<file path="src/rtl/fetch_unit.sv">
// fetch_unit: RV32I instruction fetch stage feeding decode.
// Issues one word read at a time to instruction memory. Each returned word
// is buffered with its PC in a small FIFO that is presented to decode over a
// valid/ready handshake. A redirect from execute flushes the FIFO. It also
// drops the response of any read that is still in flight.
// Optional feature macro: FETCH_FAULT_EN adds imem_err / instr_fault. This
// stores a per-entry bus error and presents it alongside the head.
module fetch_unit #(
  parameter logic [31:0] RESET_PC   = 32'h0000_0000,
  parameter int unsigned FIFO_DEPTH = 2
) (
  input  logic        clk,
  input  logic        rst_n,
  output logic        imem_req,
  output logic [31:0] imem_addr,
  input  logic        imem_gnt,
  input  logic        imem_rvalid,
  input  logic [31:0] imem_rdata,
`ifdef FETCH_FAULT_EN
  input  logic        imem_err,
  output logic        instr_fault,
`endif
  input  logic        redirect_valid,
  input  logic [31:0] redirect_pc,
  output logic        instr_valid,
  output logic [31:0] instr,
  output logic [31:0] instr_pc,
  input  logic        instr_ready
);

  localparam int PTR_W = (FIFO_DEPTH > 1) ? $clog2(FIFO_DEPTH) : 1;
  localparam int CNT_W = $clog2(FIFO_DEPTH) + 1;

  typedef enum logic [1:0] {
    S_IDLE,
    S_RUN,
    S_WAIT,
    S_DISCARD
  } state_e;

  state_e             state_q, state_d;
  logic [31:0]        pc_q, pc_d;
  logic [31:0]        reqPc_q, reqPc_d;
  logic [CNT_W-1:0]   count_q, count_d;
  logic [PTR_W-1:0]   wrPtr_q, wrPtr_d;
  logic [PTR_W-1:0]   rdPtr_q, rdPtr_d;

  logic [31:0]        wordMem [FIFO_DEPTH];
  logic [31:0]        pcMem   [FIFO_DEPTH];
`ifdef FETCH_FAULT_EN
  logic               faultMem [FIFO_DEPTH];
`endif

  logic               issue;
  logic               push;
  logic               pop;
  logic               unusedRedirectLsb;

  // Word alignment is forced on redirect, so the low address bits are ignored.
  assign unusedRedirectLsb = ^redirect_pc[1:0];

  assign imem_req  = (state_q == S_RUN) && (count_q < CNT_W'(FIFO_DEPTH));
  assign imem_addr = pc_q;
  assign issue     = imem_req && imem_gnt;
  assign push      = (state_q == S_WAIT) && imem_rvalid && !redirect_valid;
  assign pop       = instr_valid && instr_ready && !redirect_valid;

  assign instr_valid = (count_q != '0);
  assign instr       = wordMem[rdPtr_q];
  assign instr_pc    = pcMem[rdPtr_q];
`ifdef FETCH_FAULT_EN
  assign instr_fault = instr_valid && faultMem[rdPtr_q];
`endif

  // Fetch FSM next state and PC. A redirect overrides the PC and turns any
  // read that is still owed to us into a discarded one.
  always_comb begin
    state_d = state_q;
    pc_d    = pc_q;
    reqPc_d = reqPc_q;
    case (state_q)
      S_IDLE:    state_d = S_RUN;
      S_RUN: begin
        if (issue) begin
          state_d = S_WAIT;
          pc_d    = pc_q + 32'd4;
          reqPc_d = pc_q;
        end
      end
      S_WAIT:    if (imem_rvalid) state_d = S_RUN;
      S_DISCARD: if (imem_rvalid) state_d = S_RUN;
      default:   state_d = S_IDLE;
    endcase
    if (redirect_valid) begin
      pc_d = {redirect_pc[31:2], 2'b00};
      if ((state_q == S_RUN) && issue) begin
        state_d = S_DISCARD;
      end else if ((state_q == S_WAIT) && !imem_rvalid) begin
        state_d = S_DISCARD;
      end
    end
  end

  // FIFO occupancy and pointers; a redirect empties the buffer outright.
  always_comb begin
    count_d = count_q;
    wrPtr_d = wrPtr_q;
    rdPtr_d = rdPtr_q;
    if (redirect_valid) begin
      count_d = '0;
      wrPtr_d = '0;
      rdPtr_d = '0;
    end else begin
      if (push) wrPtr_d = wrPtr_q + PTR_W'(1);
      if (pop)  rdPtr_d = rdPtr_q + PTR_W'(1);
      count_d = count_q + CNT_W'(push) - CNT_W'(pop);
    end
  end

  // Control registers, cleared immediately on reset.
  always_ff @(posedge clk or negedge rst_n) begin
    if (!rst_n) begin
      state_q <= S_IDLE;
      pc_q    <= RESET_PC;
      reqPc_q <= '0;
      count_q <= '0;
      wrPtr_q <= '0;
      rdPtr_q <= '0;
    end else begin
      state_q <= state_d;
      pc_q    <= pc_d;
      reqPc_q <= reqPc_d;
      count_q <= count_d;
      wrPtr_q <= wrPtr_d;
      rdPtr_q <= rdPtr_d;
    end
  end

  // Buffer storage; contents are only meaningful while counted as valid.
  always_ff @(posedge clk) begin
    if (push) begin
      wordMem[wrPtr_q] <= imem_rdata;
      pcMem[wrPtr_q]   <= reqPc_q;
`ifdef FETCH_FAULT_EN
      faultMem[wrPtr_q] <= imem_err;
`endif
    end
  end

endmodule

</file>
<file path="config.mk">
export PLATFORM = sky130hd
export DESIGN_NAME = fetch_unit
export DESIGN_NICKNAME = d
export VERILOG_FILES = /design/src/rtl/fetch_unit.sv
export SDC_FILE = /design/constraint.sdc
export NUM_CORES = 1
export LEC_CHECK = 0
export CORE_ASPECT_RATIO = 0.75
export CORE_MARGIN = 2
export CORE_UTILIZATION = 51
export CTS_CLUSTER_DIAMETER = 100
export DETAILED_ROUTE_END_ITERATION = 8
export PLACE_DENSITY = 0.8
export SYNTH_ARGS = -nofsm -noshare
export SYNTH_HDL_FRONTEND = slang
export SYNTH_SLANG_ARGS = --single-unit
</file>
<file path="constraint.sdc">
create_clock -name clk -period 4.9 [get_ports clk]
set_input_delay 0.735 -clock clk [delete_from_list [all_inputs] [get_ports clk]]
set_output_delay 0.735 -clock clk [all_outputs]
set_load 0.005 [all_outputs]
</file>
==> flow_summary.yaml, run 1 <==
synthesis:
  synth_area_leaders: "edfxtp_1 48%, dfrtp_1 21%, mux2_2 9.1%"
  synth_top_area_cell: "edfxtp_1"
  synth_top_area_share: 0.484
  yosysUniqueCellTypes: 43
  synth_common_cells: "124 x edfxtp_1, 112 x nand2_1, 66 x dfrtp_1"
  synth-edff-count: 124
  ys.flop_type: "edfxtp_1"
  yosysMostFrequentCell: "edfxtp_1"
  synthesis.area_sq_um: 7690
  syn_area_per_cell_sq_um: 13.8
  yosysSeqAreaShare: 0.699
  async_reset_ff_frac: 0.347
  ys.warnings.count: 0
  synth-seq-cells: 190
  synthCells: 558
clock_tree:
  cts_buffer_depth: 2
  cts_setup_buffers: 0
  cts_tree: "built"
  clk_pin_slew_ns: 0.06
  cts_buffers: 17
  postCtsResizedCells: 0
  ctsHoldBuffers: 0
  htree_levels: 4
  root_buffer: "clkbuf_16"
  cts.sinks: 190
  worstSkewPairLatency_ns: 0.42
place:
  port_buffers: 161
  dpl.hpwl_mm: 11.0
  place_congestion: 0.828
routing:
  drtPass1Iterations: 5
  drt_iter0_drc: 360
  finalWirelength_mm: 16.9
  drtAntennaViolNets: 0
  wire_per_inst_um: 18.1
  drc_errors: 0
  avgViaCountPerCell: 5.46
  vias: 5074
timing:
  rsz0062_at_grt: "false"
  setup_violations: 0
  tns_ns: 0
  max_slew_margin: 0.373
  slew_viol_final: 0
  clock_skew_ns: 0.00628
  period_needed_ns: 3.46
  hold_viol_final: 0
  tightest_slew_ns: 0.938
  fmax_mhz: 289
  fin_crit_sh: 0.707
  holdWs_ns: 0.360
global_route:
  grtUsageTotal: 0.216
  met2_usage: 0.348
  top_usage_layer: "met2"
  grt_use_met1: 0.291
  grt_pass1_vias: 5037
  grt_max_degree: 56
  antenna_found_initial: 0
  grt_use_met3: 0.0658
  grt_pass1_wl_mm: 26.3
  overflow: 0
die:
  start_util: 0.527
  die_x_um: 146
  pin_count: 168
  coreArea_sq_um: 14600
  dieArea_sq_um: 16100
  row_count: 38
  dieHeight_um: 110
power:
  power_density_nw_per_um2: 368
  ir_drop_mv: 0.289
  power_leakage_nw: 3.70
worst_setup_path:
  critPathCaptureType: "primary output"
  critPathArrivalTime_ns: 2.73
  critical_path_class: "flip-flop to primary output"
  required_ns: 4.16
  cp_max_fo: 36
  reg2reg_setup_slack_ns: 2.57
  crit_path_start_kind: "flip-flop"
run_status:
  outcome: "complete, no violations"
cells_and_area:
  n_antenna_cell: 0
  drive_above_1_share: 0.147
  area_delta_synth_final_pct: 31.3
  finalNetCount: 790
job:
  drv_cap: 0
worst_hold_path:
  holdCritPathClass: "input port to asynchronous set/reset pin"
[metal layers]
layer	vias to the layer above	routed length, um
li1	2351	-
met1	2475	7430
met2	234	7960
met3	14	1340
met4	0	152
met5	-	0
[power breakdown]
part	internal, mW	switching (mW)	total (mW)
combinational	0.204	0.175	0.379
sequential	1.88	0.119	1.99
clock	0.778	0.563	1.34
[cells in the final DEF (no fill, tap or decap), types with 6 or more instances in the layout]
master / n
a31oi_1: 8
nor4_1: 6
nand3_1: 12
nand2_1: 112
o31ai_1: 8
nor2_1: 15
o21ai_0: 21
xnor2_1: 11
clkbuf_16: 17
edfxtp_1: 124
clkdlybuf4s50_1: 160
or4_1: 12
mux2_2: 62
inv_1: 8
dfrtp_1: 65
buf_4: 6
nand4_1: 9
[kinds of logic (layout without fill, tap and decap cells)]
| kind of cell | count (synthesis) | count (layout) | share of synthesized area |
|---|---|---|---|
| AND/OR/NAND/NOR | 197 | 197 | 0.122 |
| AO/OA/AOI/OAI | 49 | 49 | 0.0408 |
| XOR/XNOR | 16 | 16 | 0.0182 |
| adder cells (fa/ha/maj) | 3 | 3 | 0.00488 |
| other | 1 | 4 | 0.000488 |
| multiplexers | 63 | 63 | 0.0921 |
| buffers and inverters | 39 | 208 | 0.0223 |
| flip-flops | 190 | 190 | 0.699 |
[layout make-up]
class | instances | area, sq um
clock buffer | 22 | 464
timing repair buffer | 168 | 1670
fill | 1000 | 4500
inverter | 8 | 30.0
tap | 200 | 250
multi-input combinational | 332 | 2190
clock inverter | 10 | 115
sequential | 190 | 5380
[flip-flops by register name (all words and copies together), names as in the netlist]
signal and count:
reqPc_q 30, imem_addr 30, pcMem 60, wrPtr_q 1, wordMem 64, rdPtr_q 1
count_q 2, state_q 2
[path summary, 6_finish.rpt]
| check | startpoint | end | cells after the start |
|---|---|---|---|
| setup / recovery | rdPtr_q | instr[28] | 3 |
| hold / removal | rst_n | reqPc_q[15] | 1 |
| setup reg to reg | count_q[1] | imem_addr[23] | 4 |
| hold reg to reg | reqPc_q[15] | pcMem[1][15] | 0 |
| max in group asynchronous | rst_n | rdPtr_q | 2 |
| min in group clk | reqPc_q[15] | pcMem[1][15] | 0 |
[critical path: stages, from the launching register on]
cell and delay [ns]:
dfrtp_2 0.96, buf_4 0.48, mux2_2 0.39, clkdlybuf4s50_1 0.47
[per-stage QoR]
stage	std cells	instance area, sq um	utilization	total power, mW	worst slack [ns]
2_1_floorplan	561	7700	-	2.17	0.679
3_5_place_dp	898	9520	0.652	2.40	1.40
4_1_cts	930	10100	0.692	3.74	1.39
5_1_grt	930	10100	0.692	3.86	1.30
6_report	930	10100	0.692	3.71	1.44
3_3_place_gp	898	9520	0.652	2.38	1.48
Power figures use the tool's default switching activity.
==> inputs of run 2 (changes only) <==
- CORE_UTILIZATION: 51 -> 46
- PLACE_DENSITY: 0.8 -> 0.77
- clock period: 4.9 -> 2.9 ns (I/O delays scaled with it)
==> run 2 against run 1 <==
Die area increased by 11%. Combinational power increased by 75%. Register-to-register slack worse by 2.0 ns. Largest cell class unchanged.
==> flow_summary.yaml, run 2 (synthesized netlist as in run 1, its figures left out) <==
run_status:
  outcome: "complete, no violations"
place:
  placed_area_sq_um: 9590
  port_buffers: 161
  dpl.hpwl_mm: 11.6
  place_congestion: 0.833
  pre_cts_slack_ns: 0.262
  numPlacedInstances: 914
global_route:
  top_usage_layer: "met2"
  met2_usage: 0.335
  grt_use_met3: 0.0673
  grt_use_met1: 0.278
  grt_max_degree: 64
  grt_pass1_wl_mm: 28.2
  overflow: 0
  grt_pass1_vias: 5229
  antenna_found_initial: 0
  grtUsageTotal: 0.208
routing:
  drc_errors: 0
  drtPass1Iterations: 5
  vias: 5178
  drtAntennaViolNets: 0
  avgViaCountPerCell: 5.47
  drt_iter0_drc: 340
  finalWirelength_mm: 17.6
  wire_per_inst_um: 18.6
timing:
  slew_viol_final: 0
  setup_ws_ns: 0.456
  max_slew_margin: 0.550
  tightest_slew_ns: 0.675
  rsz0062_at_grt: "false"
  tns_ns: 0
  hold_viol_final: 0
  period_needed_ns: 2.44
  fmax_mhz: 409
  fin_crit_sh: 0.843
  setup_violations: 0
  clock_skew_ns: 0.00574
cells_and_area:
  area_delta_synth_final_pct: 32.4
  final_common_cell: "clkdlybuf4s50_1"
  reg.largest.list: "wordMem: 64 flops, pcMem: 60 flops"
  layout.cells.non_filler: 946
  final_util: 0.630
  largest-register: "wordMem"
  finalNetCount: 796
  final_cell_mix: "160 x clkdlybuf4s50_1, 124 x edfxtp_1, 112 x nand2_1"
  n_antenna_cell: 0
  drive_above_1_share: 0.156
  largest_reg_flops: 64
  design_area_sq_um: 10200
power:
  power_leakage_nw: 3.74
  power_density_nw_per_um2: 623
  ir_drop_mv: 0.406
clock_tree:
  root_buffer: "clkbuf_16"
  cts.sinks: 190
  cts_buffers: 17
  ctsHoldBuffers: 0
  worstSkewPairLatency_ns: 0.43
  clk_pin_slew_ns: 0.07
  postCtsResizedCells: 0
  cts_tree: "built"
  cts_buffer_depth: 2
  htree_levels: 4
  cts_setup_buffers: 0
worst_setup_path:
  cp_max_fo: 63
  critPathCaptureType: "primary output"
  crit_path_start_kind: "flip-flop"
  critPathArrivalTime_ns: 2.01
  required_ns: 2.47
  rr_worst_depth: 5
  critical_path_class: "flip-flop to primary output"
die:
  pin_count: 168
  start_util: 0.476
  dieHeight_um: 116
  coreArea_sq_um: 16200
  dieArea_sq_um: 17800
  row_count: 40
  die_x_um: 153
job:
  drv_cap: 0
worst_hold_path:
  holdCritPathClass: "input port to asynchronous set/reset pin"
## run 2: cell count changes in the layout (fill, tap and decap cells not counted), moves of 2 or more
cell        change
clkbuf_1        -2
inv_6           +2
clkbuf_16       +2
buf_4           +5
clkinvlp_4      +2
## run 2: path summary, 6_finish.rpt
| check | startpoint | end | slack, ns |
|---|---|---|---|
| max reg2reg | count_q[1] | imem_addr[29] | 0.54 |
| min reg2reg | reqPc_q[29] | pcMem[1][29] | 0.47 |
| min in group clk | reqPc_q[29] | pcMem[1][29] | 0.47 |
| max | rdPtr_q | instr_pc[29] | 0.46 |
| min | rst_n | reqPc_q[19] | 0.04 |
| max in group asynchronous | rst_n | rdPtr_q | 2.19 |
## run 2: where the power goes
group	internal, mW	leakage (nW)	total [mW]	switching (mW)
Combinational	0.355	1.54	0.665	0.311
Clock	1.31	0.278	2.31	0.993
Sequential	3.17	1.92	3.37	0.201
## run 2: final cells by class
class | count | area, sq um
Clock buffer | 21 | 493
Inverter | 8 | 30.0
Tap cell | 210 | 263
Timing Repair Buffer | 174 | 1730
Clock inverter | 11 | 104
Sequential cell | 190 | 5380
Multi-Input combinational cell | 332 | 2190
Fill cell | 1213 | 5980
## run 2: stage by stage
step	total power [mW]	hold WS [ns]
after CTS	6.39	0.0453
after detailed placement	4.08	0.456
after global placement	4.04	0.450
after global routing	6.60	0.0717
final	6.34	0.0422
after floorplan	3.66	0.139
## run 2: layer usage
metal,vias up,part of all wire
li1,2364,-
met5,-,0
met1,2526,0.43
met2,266,0.46
met3,22,0.10
met4,0,0.011
## run 2: worst max-delay path, cell delays in order (launching register included)
cell and delay, ns:
dfrtp_2 0.37, buf_12 0.33, mux2_2 0.38, clkdlybuf4s50_1 0.49
